[src/rtl/router_pkg.sv]
// Shared types and widths for the router output-channel arbiter.
package router_pkg;

    localparam int unsigned ARB_CNT_W = 8;

    typedef enum logic [1:0] {
        IDLE = 2'd0,
        SEND = 2'd1,
        HOLD = 2'd2
    } arb_state_t;

endpackage

[src/rtl/router_out_arbiter_if.sv]
// Handshake bundle between N_IN requesters, the arbiter and the shared output channel.
// grant_cnt_o exists only when ARB_GRANT_CNT_EN is defined.
interface router_out_arbiter_if #(
    parameter int unsigned N_IN  = 4,
    parameter int unsigned WIDTH = 6
);
    import router_pkg::*;

    logic [N_IN-1:0]            req_i;
    logic [N_IN-1:0]            ack_i;
    logic [N_IN-1:0][WIDTH-1:0] data_i;
    logic                       req_o;
    logic [WIDTH-1:0]           data_o;
    logic                       ack_o;
    logic [N_IN-1:0]            grant_o;
    logic                       busy_o;
`ifdef ARB_GRANT_CNT_EN
    logic [N_IN-1:0][ARB_CNT_W-1:0] grant_cnt_o;

    modport master (
        input  req_i, data_i, ack_o,
        output ack_i, req_o, data_o, grant_o, busy_o, grant_cnt_o
    );
    modport slave (
        output req_i, data_i, ack_o,
        input  ack_i, req_o, data_o, grant_o, busy_o, grant_cnt_o
    );
`else
    modport master (
        input  req_i, data_i, ack_o,
        output ack_i, req_o, data_o, grant_o, busy_o
    );
    modport slave (
        output req_i, data_i, ack_o,
        input  ack_i, req_o, data_o, grant_o, busy_o
    );
`endif

endinterface

[src/rtl/rr_pick.sv]
// Combinational round-robin pick: first asserted request at or after ptr, wrapping.
module rr_pick #(
    parameter int unsigned N_IN  = 4,
    parameter int unsigned PTR_W = 2
) (
    input  logic [N_IN-1:0]  req,
    input  logic [PTR_W-1:0] ptr,
    output logic [N_IN-1:0]  winner,
    output logic             valid
);

    always_comb begin
        int unsigned idx;
        idx    = 0;
        winner = '0;
        valid  = 1'b0;
        for (int unsigned i = 0; i < N_IN; i++) begin
            idx = (32'(ptr) + i) % N_IN;
            if (!valid && req[PTR_W'(idx)]) begin
                winner[PTR_W'(idx)] = 1'b1;
                valid               = 1'b1;
            end
        end
    end

endmodule

[src/rtl/router_out_arbiter.sv]
// Round-robin arbiter granting one 4-phase packet at a time onto a shared output channel.
// Optional per-requester saturating grant counters under ARB_GRANT_CNT_EN.
module router_out_arbiter
    import router_pkg::*;
#(
    parameter int unsigned N_IN  = 4,
    parameter int unsigned WIDTH = 6
) (
    input  logic                 clk,
    input  logic                 rst,
    router_out_arbiter_if.master bus
);

    localparam int unsigned PTR_W = (N_IN > 1) ? $clog2(N_IN) : 1;

    arb_state_t       state_q;
    logic [PTR_W-1:0] ptr_q;
    logic [PTR_W-1:0] win_q;
    logic [N_IN-1:0]  grant_q;
    logic [N_IN-1:0]  ack_q;
    logic             req_q;
    logic             busy_q;
    logic [WIDTH-1:0] data_q;

    logic [N_IN-1:0]  winner_c;
    logic             valid_c;
    logic [PTR_W-1:0] win_idx_c;
    logic [PTR_W-1:0] ptr_next_c;

    rr_pick #(
        .N_IN  (N_IN),
        .PTR_W (PTR_W)
    ) u_rr_pick (
        .req    (bus.req_i),
        .ptr    (ptr_q),
        .winner (winner_c),
        .valid  (valid_c)
    );

    // One-hot winner to index, and the pointer slot just past the current owner.
    always_comb begin
        win_idx_c = '0;
        for (int unsigned i = 0; i < N_IN; i++) begin
            if (winner_c[i]) begin
                win_idx_c = PTR_W'(i);
            end
        end
        ptr_next_c = (win_q == PTR_W'(N_IN - 1)) ? '0 : win_q + PTR_W'(1);
    end

    always_ff @(posedge clk or posedge rst) begin
        if (rst) begin
            state_q <= IDLE;
            ptr_q   <= '0;
            win_q   <= '0;
            grant_q <= '0;
            ack_q   <= '0;
            req_q   <= 1'b0;
            busy_q  <= 1'b0;
            data_q  <= '0;
        end else begin
            case (state_q)
                IDLE: begin
                    if (valid_c) begin
                        state_q <= SEND;
                        win_q   <= win_idx_c;
                        grant_q <= winner_c;
                        data_q  <= bus.data_i[win_idx_c];
                        req_q   <= 1'b1;
                        busy_q  <= 1'b1;
                    end
                end
                SEND: begin
                    if (bus.ack_o) begin
                        state_q <= HOLD;
                        req_q   <= 1'b0;
                        ack_q   <= grant_q;
                    end
                end
                HOLD: begin
                    // Release only after both sides have returned to zero.
                    if (!bus.ack_o && !bus.req_i[win_q]) begin
                        state_q <= IDLE;
                        ack_q   <= '0;
                        grant_q <= '0;
                        busy_q  <= 1'b0;
                        ptr_q   <= ptr_next_c;
                    end
                end
                default: begin
                    state_q <= IDLE;
                    ack_q   <= '0;
                    grant_q <= '0;
                    req_q   <= 1'b0;
                    busy_q  <= 1'b0;
                end
            endcase
        end
    end

    assign bus.req_o   = req_q;
    assign bus.ack_i   = ack_q;
    assign bus.grant_o = grant_q;
    assign bus.busy_o  = busy_q;
    assign bus.data_o  = data_q;

`ifdef ARB_GRANT_CNT_EN
    logic [N_IN-1:0][ARB_CNT_W-1:0] cnt_q;

    // Count accepted packets per requester, saturating at all-ones.
    always_ff @(posedge clk or posedge rst) begin
        if (rst) begin
            cnt_q <= '0;
        end else if (state_q == SEND && bus.ack_o) begin
            for (int unsigned k = 0; k < N_IN; k++) begin
                if (grant_q[k] && cnt_q[k] != {ARB_CNT_W{1'b1}}) begin
                    cnt_q[k] <= cnt_q[k] + ARB_CNT_W'(1);
                end
            end
        end
    end

    assign bus.grant_cnt_o = cnt_q;
`endif

endmodule

[src/flat_wrapper.sv]
// flat-port wrapper written by rule: the top's interface ports become plain ports
module router_out_arbiter_flat import router_pkg::*;
#(
    parameter int unsigned N_IN  = 4,
    parameter int unsigned WIDTH = 6
)
  (clk, rst, bus_req_i, bus_data_i, bus_ack_o, bus_ack_i, bus_req_o, bus_data_o, bus_grant_o, bus_busy_o);
  router_out_arbiter_if #(.N_IN(N_IN), .WIDTH(WIDTH)) bus_i ();
  input  logic clk;
  input  logic rst;
  input wire logic [$bits(bus_i.req_i)-1:0] bus_req_i;
  input wire logic [$bits(bus_i.data_i)-1:0] bus_data_i;
  input wire logic [$bits(bus_i.ack_o)-1:0] bus_ack_o;
  output wire logic [$bits(bus_i.ack_i)-1:0] bus_ack_i;
  output wire logic [$bits(bus_i.req_o)-1:0] bus_req_o;
  output wire logic [$bits(bus_i.data_o)-1:0] bus_data_o;
  output wire logic [$bits(bus_i.grant_o)-1:0] bus_grant_o;
  output wire logic [$bits(bus_i.busy_o)-1:0] bus_busy_o;
  assign bus_i.req_i = bus_req_i;
  assign bus_i.data_i = bus_data_i;
  assign bus_i.ack_o = bus_ack_o;
  assign bus_ack_i = bus_i.ack_i;
  assign bus_req_o = bus_i.req_o;
  assign bus_data_o = bus_i.data_o;
  assign bus_grant_o = bus_i.grant_o;
  assign bus_busy_o = bus_i.busy_o;
  router_out_arbiter #(.N_IN(N_IN), .WIDTH(WIDTH)) u_core (.clk(clk), .rst(rst), .bus(bus_i));
endmodule
[config.mk]
export PLATFORM = sky130hd
export DESIGN_NAME = router_out_arbiter_flat
export DESIGN_NICKNAME = d
export VERILOG_FILES = /design/src/rtl/router_pkg.sv /design/src/rtl/router_out_arbiter_if.sv /design/src/rtl/rr_pick.sv /design/src/rtl/router_out_arbiter.sv /design/src/flat_wrapper.sv
export SDC_FILE = /design/constraint.sdc
export NUM_CORES = 1
export LEC_CHECK = 0
export CORE_AREA = 2 2 65 67
export CTS_CLUSTER_SIZE = 20
export DETAILED_ROUTE_END_ITERATION = 6
export DIE_AREA = 0 0 67 69
export HOLD_SLACK_MARGIN = 0.08
export PLACE_DENSITY_LB_ADDON = 0.05
export SLEW_MARGIN = 10
export SYNTH_ARGS = -nofsm -noshare
export SYNTH_HDL_FRONTEND = slang
export SYNTH_SLANG_ARGS = --single-unit
[constraint.sdc]
create_clock -name clk -period 2.95 [get_ports clk]
set_clock_uncertainty 0.05 [all_clocks]
set_input_delay 0.59 -clock clk [delete_from_list [all_inputs] [get_ports clk]]
set_output_delay 0.59 -clock clk [all_outputs]
set_load 0.01 [all_outputs]
Word-level counts from Yosys, hierarchy flattened
Index checks and enable logic that the tools add are counted.
Operators by class
  add/sub/neg operators: 4
  multiply operators: 0
  divide/modulo/power cells: 0
  magnitude comparators: 10
  eq/ne operators: 6
  shifts and indexed selects: 0
  multiplexer cells: 46
  bitwise operators: 6
  reductions and logical operators: 20
Operator list (count)
  two-way mux 4 bit: 7
  case mux 4 bit (3 select lines): 2
  < comparator 2 x 3 -> 1 bit, second input constant: 6
  two-way mux 1 bit: 17
  binary-select mux 6 bit (select 2 bit): 1
  two-way mux 2 bit: 6
  bitwise OR 4 bit: 3
  AND reduction 3 bit: 4
  binary-select mux 1 bit (select 2 bit): 5
  demux 1 bit (select 2 bit): 4
  >= comparator 2 x 1 -> 1 bit, second input constant: 4
  logical AND 1 bit: 8
  two-way mux 6 bit: 1
  case mux 1 bit (3 select lines): 2
  case mux 2 bit (3 select lines): 1
  zero test 1 bit: 5
  adder 2 x 1 -> 2 bit, second input constant: 2
  adder 2 bit, second input constant: 2
  equality test 2 bit, second input constant: 2
  != test 2 bit, second input constant: 2
  AND reduction 2 bit: 2
  inverter 1 bit: 3
  equality test 2 x 1 -> 1 bit, second input constant: 1
  zero test 2 bit: 1
  != test 2 x 1 -> 1 bit, second input constant: 1
Storage, ports and cells
  register bits after elaboration: 22
  latch bits: 0
  memory bits (writable): 0
  memory bits (read-only): 0
  input bits: 31
  output and inout port bits: 16
  word-level logic and storage cells: 100
  memories: 0

Depth between registers and ports, before layout
Gate-level depths: netlist (run 1).
  depth in word-level cells: 17
  mapped depth: 10

Hierarchy
A second synthesis (run 1) with hierarchy kept.
Unflattened totals
  cells, all modules: 176
  area, all modules: 1681.6 µm²
By module, submodules not included
  router_out_arbiter: instances 1, cells each 114, area each 1187.4 µm², sequential area each 550.5 µm²
  rr_pick: instances 1, cells each 62, area each 494.2 µm², sequential area each 0.0 µm²

Worst setup path after synthesis (run 1)
Ideal clock, no wire load.
  path type: reg2reg
  start point: reg u_core.ptr_q[0]
  end point: reg u_core.data_q[0] (netlist: u_core.bus.data_o[0])
  library setup time: 0.096 ns
  arrival time: 2.605 ns
  path slack: 0.199 ns
  stages on the path, launching flop included: 10
  cell sequence: dfrtp_1 buf_6 inv_1 ha_1 mux2_2 and3_1 a2111oi_4 a2bb2oi_2 a221oi_1 o31ai_1
Between the ends
  longest elaborated chain between the ends: 17
  elaborated cells on any way between the ends: 54
  classes of those cells: 3 x add/sub; 8 x order compare; 29 x mux; 3 x bitwise; 11 x reduce/logical
RTL lines
  from (decl): line router_out_arbiter.sv:17  | logic [PTR_W-1:0] ptr_q;
  from (signal assigned): line router_out_arbiter.sv:87  | ptr_q <= ptr_next_c;
  branches (longest 17 deep; another with < comparator 2 x 3 -> 1 bit)
  to (signal assigned): line router_out_arbiter.sv:68  | data_q <= bus.data_i[win_idx_c];
  to (decl): line router_out_arbiter.sv:23  | logic [WIDTH-1:0] data_q;
Parallel ways; which one is timed is not known. The select of a mux whose other input is x is not followed.
A chain may end at the register's enable or synchronous reset.

Worst setup path in the final report (run 1)
Ends and elaborated chain as after synthesis.

==> impl_metrics.ini, run 1 <==
[critical_path]
cpMaxStageDelayCell = a2111oi_4
critPathCaptureType = register
cp.buffers_inverters = 1
arrival_ps = 2930
crit_fanout = 8
critPathKind = register to register
critPathLaunchType = register
crit_chain = inv_1 -> ha_1 -> mux2_2 -> and3_1 -> a2111oi_4 -> a2bb2oi_4 -> a221oi_1 -> o31ai_1
slowest_delay_ps = 490
crit_family = compound AO/OA/AOI/OAI gates
required_ps = 3080

[die]
die_w_um = 67
start_util = 0.422
ioPinCount = 47
num_rows = 23
die_area_um2 = 4620
die_h_um = 69
core_um2 = 3910

[clock_network]
clk_latency_ps = 270
tritoncts = done
cts_sinks = 22
cts.clk_slew.worst_paths_ps = 80
cts_root_buf = clkbuf_8
cts_made_buffers = 3
clock_path_buffers = 2
htree_levels = 1
hold_buffers = 0

[logic_synthesis]
yosys.area_share.simple = 0.162
syn_avg_cell_area_um2 = 9.43
synthMuxAreaShare = 0.0978
syn_area_um2 = 1650
ys_ff_latch = 22
synth_xor_area_frac = 0
synth_top_family_by_area = compound AO/OA/AOI/OAI gates
synth_commonest_cells = 22 x dfrtp_1, 20 x nand2_1, 16 x nor2_1
synthAdderAreaFrac = 0.0531
synth-compound-area-share = 0.309
syn-num-nets = 213
synth_area_leaders = dfrtp_1 33%, ha_1 5.3%, nand2_1 4.5%
synth_cells = 175
synth.most_common_cell = dfrtp_1
ys_seq_area_frac = 0.334
yosysUniqueCellTypes = 44
postSynth.asyncResetShare = 1.00
ys_warn_count = 0
yosys.area.top_type = dfrtp_1
yosysTopAreaCellShare = 0.334
ys.flop_type = dfrtp_1
synth-edff-count = 0

[layout]
final_cell_area_um2 = 2310
drive_gt1_frac = 0.156
diodes = 0
nNetsFinal = 264
utilization = 0.589
syn_to_final_growth_pct = 39.7

[global_route]
grt_max_degree = 23
grt_pass1_vias = 1500
grt_pass1_wl_um = 6960
grt-ovfl-total = 0
antenna_found_initial = 0
grt_use_total = 0.190

[pwr]
total_power_mw = 2.63
power_density_nw_per_um2 = 1140
vdd_drop_max_mv = 0.630
leakagePower_nw = 0.921

[flow_run]
drv_cap = 0

[detailed_routing]
wl_per_cell_um = 15.7
vias = 1560
drtIter0Drc = 70
first_pass_iters = 4
routed_via_density = 5.67
drc = 0
ant_nets = 0
wl_um = 4330

[placement]
placed_area_um2 = 2200
dp_hpwl_um = 3330
preCtsSetupSlack_ps = -121
port_buffers = 46
routabilityCongestion = 0.897

[timing]
finalSetupTns_ps = 0
timing.final.crit_share = 0.947
hold_viol = 0
setup_ws_ps = 156
fmax_ghz = 0.358
slew_headroom = 0.462
maxSlewViolCount = 0
tightestPinTransition_ps = 806
finalCriticalPeriod_ps = 2790
setup_viol = 0

[run_status]
outcome = complete, no violations

[worst_hold_path]
hold_class = register to register
[per-layer routing]
| metal | GRT usage | wire length, um | vias to the layer above |
|---|---|---|---|
| li1 | - | - | 766 |
| met1 | 0.241 | 1900 | 741 |
| met2 | 0.320 | 2160 | 44 |
| met3 | 0.0212 | 169 | 9 |
| met4 | 0.0794 | 95 | 0 |
| met5 | 0 | 0 | - |
[flip-flops by register name (all words and copies together) (netlist names)]
register,flops
u_core.bus.ack_i,4
u_core.bus.busy_o,1
u_core.bus.data_o,6
u_core.bus.grant_o,4
u_core.bus.req_o,1
u_core.ptr_q,2
u_core.state_q,2
u_core.win_q,2
[cell usage in the layout, fill, tap and decap left out, types with 2 or more instances in the layout]
| cell | Yosys | final |
|---|---|---|
| clkdlybuf4s50_1 | 0 | 46 |
| dfrtp_1 | 22 | 22 |
| nand2_1 | 20 | 20 |
| nor2_1 | 16 | 15 |
| buf_4 | 1 | 10 |
| o22ai_1 | 9 | 9 |
| a21oi_1 | 9 | 9 |
| o21ai_0 | 8 | 8 |
| o31ai_1 | 8 | 7 |
| ha_1 | 7 | 7 |
| a2bb2oi_1 | 6 | 6 |
| mux2_2 | 5 | 5 |
| inv_1 | 5 | 5 |
| and3_1 | 5 | 5 |
| a221oi_1 | 7 | 5 |
| nand2b_1 | 4 | 4 |
| a22o_1 | 4 | 4 |
| clkbuf_8 | 0 | 3 |
| mux2i_2 | 2 | 2 |
| mux2i_4 | 2 | 2 |
| a2111oi_4 | 2 | 2 |
| nor2_2 | 1 | 2 |
| nor4b_1 | 2 | 2 |
| a2bb2oi_4 | 1 | 2 |
| a221oi_2 | 0 | 2 |
| a31oi_1 | 2 | 2 |
[what timing repair did]
action / 4_1_cts / 5_1_grt
endpoints found under the setup margin: 0 / 6
setup buffers: 0 / 0
resized for setup: 0 / 6
[tightest hold or removal path: cells and delay by family, from the launching register on]
kind / cells / cell delay (ps)
flip-flops: 1 / 350
AO/OA/AOI/OAI: 2 / 120
[logic make-up (layout without fill, tap and decap cells)]
group,after synthesis,in the layout
AOI/OAI and AO/OA,63,63
and+or+nand+nor,56,56
DFF,22,22
buffers and inverters,16,66
muxes,11,11
adders and majority gates,7,7
[worst paths after layout]
check	slack, ps	startpoint	cells after the start	to
min reg2reg	460	u_core.bus.data_o[2]	2	u_core.bus.data_o[2]
max reg2reg	160	u_core.ptr_q[0]	8	u_core.bus.data_o[0]
max in group asynchronous	1630	rst	2	u_core.ptr_q[1]
max	160	u_core.ptr_q[0]	8	u_core.bus.data_o[0]
min	460	u_core.bus.data_o[2]	2	u_core.bus.data_o[2]
min in group asynchronous	720	rst	2	u_core.win_q[1]
[layout make-up]
type	instances	area, um2
Clock buffer	3	41.3
Clock inverter	1	30.0
Fill cell	361	1610
Inverter	6	22.5
Multi-Input combinational cell	137	1060
Sequential cell	22	551
Tap cell	50	62.6
Timing Repair Buffer	56	536
[stage by stage]
stage,hold WS (ps),instances
after detailed placement,435,271
after global routing,490,275
final,455,275
after global placement,416,271
after floorplan,465,175
after CTS,455,275
[report_power, final]
part | internal [mW] | switching (mW)
Sequential | 0.441 | 0.111
Clock | 0.181 | 0.104
Combinational | 0.861 | 0.930
Power figures use the tool's default switching activity.
==> run 2, diff against run 1 <==
Settings changed: ABC_CLOCK_PERIOD_IN_PS set to 2950, CORE_AREA 2 2 65 67 to 2 2 66 68, DIE_AREA 0 0 67 69 to 0 0 68 70, SETUP_SLACK_MARGIN set to 0.2, SYNTH_HIERARCHICAL set to 1.
==> impl_metrics.ini, run 2 <==
[die]
die_area_um2 = 4760
core_um2 = 4140
ioPinCount = 47
die_h_um = 70
start_util = 0.406
num_rows = 24
die_w_um = 68

[global_route]
grt-ovfl-total = 0
antenna_found_initial = 0
grt_use_total = 0.198
grt_pass1_wl_um = 7440
grt_max_degree = 23
grt_pass1_vias = 1563

[pwr]
total_power_mw = 2.71
power_frac_clock = 0.104
power_density_nw_per_um2 = 1110
switching_share = 0.422
internal-power_mw = 1.56
switchingPower_mw = 1.14
vdd_drop_max_mv = 0.642
power_frac_seq = 0.225
pwr-share-comb = 0.670
leakagePower_nw = 1.04

[placement]
dp_hpwl_um = 3350
routabilityCongestion = 0.836
port_buffers = 46
preCtsSetupSlack_ps = -224

[layout]
num-fill-cells = 353
drive_gt1_frac = 0.216
seq_area_um2 = 551
multi_input_area_um2 = 1080
diodes = 0
syn_to_final_growth_pct = 44.6
largest_register_ffs = 6
layout_commonest_cell = clkdlybuf4s50_1
final_cell_mix = 42 x clkdlybuf4s50_1, 22 x dfrtp_1, 20 x buf_4
nNetsFinal = 275

[timing]
maxSlewViolCount = 0
rsz0062_at_grt = true
setup_ws_ps = 261
hold_viol = 0
fmax_ghz = 0.372
tightestPinTransition_ps = 846
slew_headroom = 0.436
setup_viol = 0
timing.final.crit_share = 0.912
finalCriticalPeriod_ps = 2690

[critical_path]
crit_fanout = 21
required_ps = 3040
r2r_start = u_core/ptr_q[0]
critPathLaunchType = register
regToRegEndpoint = u_core/bus.data_o[3]
arrival_ps = 2780
critPathKind = register to register
reg2reg_depth = 9
critPathCaptureType = register
reg2reg_slack_ps = 260

[clock_network]
cts_root_buf = clkbuf_8
clk_latency_ps = 260
hold_buffers = 0
tritoncts = done
cts_made_buffers = 3
cts.clk_slew.worst_paths_ps = 80
htree_levels = 1
clock_path_buffers = 2
cts_sinks = 22

[logic_synthesis]
synth_commonest_cells = 22 x dfrtp_1, 15 x nand2_1, 12 x mux2i_1
ys_seq_area_frac = 0.327
yosys.area.top_type = dfrtp_1
syn-num-nets = 214
postSynth.asyncResetShare = 1.00
ys_warn_count = 6
syn_area_um2 = 1680
yosysTopAreaCellShare = 0.327
synth.most_common_cell = dfrtp_1
ys_ff_latch = 22
synth_cells = 176
synth-edff-count = 0
ys.flop_type = dfrtp_1
yosysUniqueCellTypes = 38
synth_area_leaders = dfrtp_1 33%, mux2i_1 7.1%, mux2_2 6.0%
syn_avg_cell_area_um2 = 9.55

[flow_run]
drv_cap = 0

[detailed_routing]
vias = 1608
wl_um = 4490
routed_via_density = 5.58
ant_nets = 0
wl_per_cell_um = 15.6
drtIter0Drc = 128
drc = 0
first_pass_iters = 4

[worst_hold_path]
hold_path_depth = 2
hp-start = u_core/bus.data_o[1]
hold_class = register to register
whs_endpoint = u_core/bus.data_o[1]

[run_status]
outcome = complete, no violations
[run 2: power by group through the flow]
stage / Sequential (mW) / Combinational, mW / Clock, mW
CTS: 0.608 / 1.81 / 0.291
floorplan: 0.606 / 1.09 / 0
global placement: 0.600 / 1.71 / 0
global route: 0.631 / 1.97 / 0.306
detailed placement: 0.607 / 1.74 / 0
finish: 0.610 / 1.81 / 0.282
[run 2: how the worst max path moves through the flow]
| stage | from | endpoint | slack (ps) | cells after the start |
|---|---|---|---|---|
| CTS | u_core/ptr_q[0] | u_core/bus.data_o[3] | 270 | 10 |
| finish | u_core/ptr_q[0] | u_core/bus.data_o[3] | 260 | 9 |
| global route | u_core/ptr_q[0] | u_core/bus.data_o[5] | 190 | 9 |
| floorplan | u_core/ptr_q[1] | u_core/bus.data_o[0] | 250 | 11 |
| detailed placement | bus_req_i[1] | u_core/bus.data_o[3] | -220 | 9 |
| global placement | bus_req_i[1] | u_core/bus.data_o[3] | -220 | 9 |
[run 2: per-stage QoR]
| stage | utilization | setup TNS, ps | instances | hold slack, ps | instance area (um2) |
|---|---|---|---|---|---|
| floorplan | - | 0 | 176 | 467 | 1700 |
| global placement | 0.557 | -1170 | 282 | 423 | 2310 |
| detailed placement | 0.557 | -1280 | 282 | 431 | 2310 |
| CTS | 0.587 | 0 | 288 | 455 | 2430 |
| global route | 0.587 | 0 | 288 | 478 | 2430 |
| finish | 0.587 | 0 | 288 | 449 | 2430 |
[run 2: final cells by class]
cell class                 count  share of cell area
clock buffer                   3              0.0170
clock inverter                 1              0.0124
inverter                      10              0.0154
multi-input combinational    132               0.444
sequential                    22               0.226
tap                           52              0.0268
timing repair buffer          68               0.258
[run 2: critical path, stage by stage, from the launching register on]
cell       delay, ps
dfrtp_1          390
buf_4            210
or3b_1           390
a2111o_1         380
nand3_2          100
o2bb2ai_2        130
buf_6            150
mux2_2           330
a222oi_1         310
o21ai_1          130
[run 2: what timing repair did]
item                       4_1_cts  5_1_grt
setup endpoints to repair        7        5
gates resized for setup         13        1
setup buffers                    2        0
pin swaps                        7        1
[run 2: kinds of logic after synthesis]
group                      after synthesis  share of synthesized area
AOI/OAI and AO/OA                       52                      0.249
DFF                                     22                      0.327
adders and majority gates                7                     0.0521
buffers and inverters                   22                     0.0610
muxes                                   24                      0.158
and+or+nand+nor                         49                      0.152
[run 2: metal layers]
metal / global-route usage / share of wire / up-vias
met3: 0.0419 / 0.056 / 2
met5: 0 / 0 / -
met1: 0.291 / 0.47 / 755
met2: 0.306 / 0.47 / 57
li1: - / - / 794
met4: 0.0222 / 0.00089 / 0
==> run 3, diff against run 2 <==
Settings changed: ABC_CLOCK_PERIOD_IN_PS 2950 to 3300, CORE_AREA 2 2 66 68 to 2 2 60 62, DIE_AREA 0 0 68 70 to 0 0 62 64, GPL_ROUTABILITY_DRIVEN set to 1, SLEW_MARGIN 10 to not set.
Clock period 2.95 ns to 3.3 ns, I/O delays scaled along.
==> impl_metrics.ini, run 3 (synthesis gave the netlist of run 2 again) <==
[global_route]
grt-ovfl-total = 0
antenna_found_initial = 0
grt_max_degree = 23
grt_pass1_wl_um = 7650
grt_pass1_vias = 1623
grt_use_total = 0.255

[detailed_routing]
first_pass_iters = 4
wl_um = 4550
vias = 1639
drc = 0
ant_nets = 0
routed_via_density = 6.05
drtIter0Drc = 149
wl_per_cell_um = 16.8

[timing]
timing.final.crit_share = 0.892
hold_viol = 0
setup_viol = 0
fmax_ghz = 0.340
rsz0062_at_grt = false
maxSlewViolCount = 0
tightestPinTransition_ps = 887
finalCriticalPeriod_ps = 2940
finalSetupTns_ps = 0
holdWs_ps = 455
slew_headroom = 0.408

[clock_network]
cts_root_buf = clkbuf_4
cts_sinks = 22
cts_made_buffers = 3
cts.clk_slew.worst_paths_ps = 130
clk_latency_ps = 310
tritoncts = done
clock_path_buffers = 2
htree_levels = 1

[layout]
final_cell_mix = 46 x clkdlybuf4s50_1, 22 x dfrtp_1, 15 x nand2_1
layout_commonest_cell = clkdlybuf4s50_1
num-fill-cells = 260
nNetsFinal = 264
drive_gt1_frac = 0.151
diodes = 0
largest_register_ffs = 6
syn_to_final_growth_pct = 35.6

[critical_path]
required_ps = 3450
critPathCaptureType = register
critPathKind = input port to register
critPathLaunchType = input port
arrival_ps = 3100
crit_fanout = 8

[worst_hold_path]
hold_class = register to register

[pwr]
power_density_nw_per_um2 = 971
leakagePower_nw = 0.957
vdd_drop_max_mv = 0.549

[die]
core_um2 = 3280
die_area_um2 = 3970
num_rows = 21
die_h_um = 64
ioPinCount = 47
start_util = 0.512
die_w_um = 62

[flow_run]
drv_cap = 0

[run_status]
outcome = complete, no violations

[placement]
port_buffers = 46
dp_hpwl_um = 3470
routabilityCongestion = 0.842
==> run 3: changes by cell type in the layout (fill, tap and decap cells not counted), sizes merged <==
cell,previous run,this run
clkdlybuf4s50,42,46
buf,22,11
dlygate4sd2,4,0
==> run 3: area by class of cell <==
class / count / area (um2) / area share
multi-input cells: 132 / 1040 / 0.456
flip-flops and latches: 22 / 551 / 0.241
repair buffers: 57 / 543 / 0.238
well taps: 46 / 57.6 / 0.0252
inverters: 10 / 37.5 / 0.0165
clock inverters: 1 / 30.0 / 0.0132
clock buffers: 3 / 22.5 / 0.00988
==> run 3: worst max-delay path, cell delays in order <==
cell and delay (ps):
clkdlybuf4s50_1 480, or3b_1 370, a2111o_1 430, nand3_2 120, o2bb2ai_1 130, buf_4 190
mux2_2 340, a222oi_1 260, o21ai_1 100
==> run 3: metrics by stage <==
step / util / cell area [um2] / instances / power (mW) / setup slack (ps)
2_1_floorplan: - / 1680 / 176 / 1.48 / 297
3_3_place_gp: 0.675 / 2220 / 267 / 1.93 / 117
3_5_place_dp: 0.675 / 2220 / 267 / 1.98 / 37.8
4_1_cts: 0.691 / 2270 / 271 / 2.19 / 365
5_1_grt: 0.694 / 2280 / 271 / 2.39 / 219
6_report: 0.694 / 2280 / 271 / 2.21 / 355
==> run 3: worst paths after layout <==
kind / start / to / slack, ps / cells after the start
worst min register to register: u_core/bus.data_o[4] / u_core/bus.data_o[4] / 460 / 2
worst min-delay path: u_core/bus.data_o[4] / u_core/bus.data_o[4] / 460 / 2
worst max register to register: u_core/ptr_q[0] / u_core/bus.data_o[0] / 470 / 10
min in group asynchronous: rst / u_core/bus.req_o / 780 / 2
worst max-delay path: bus_req_i[0] / u_core/bus.data_o[0] / 360 / 9
max in group asynchronous: rst / u_core/bus.data_o[3] / 1880 / 2
==> run 3: routing by layer <==
layer / vias to the layer above / wire length [um] / GRT usage
met2: 67 / 2380 / 0.418
met5: - / 0 / 0
met4: 0 / 72 / 0.0798
li1: 768 / - / -
met3: 8 / 253 / 0.0263
met1: 796 / 1850 / 0.344
==> run 3: where the power goes <==
group	switching (mW)	internal [mW]
clock network	0.0861	0.123
logic	0.744	0.727
registers	0.137	0.398
total	0.967	1.25
==> run 3: what timing repair did <==
action,in CTS,in global routing
hold buffers,0,0
setup endpoints to repair,0,6
setup buffers,0,0
gates resized for setup,0,3
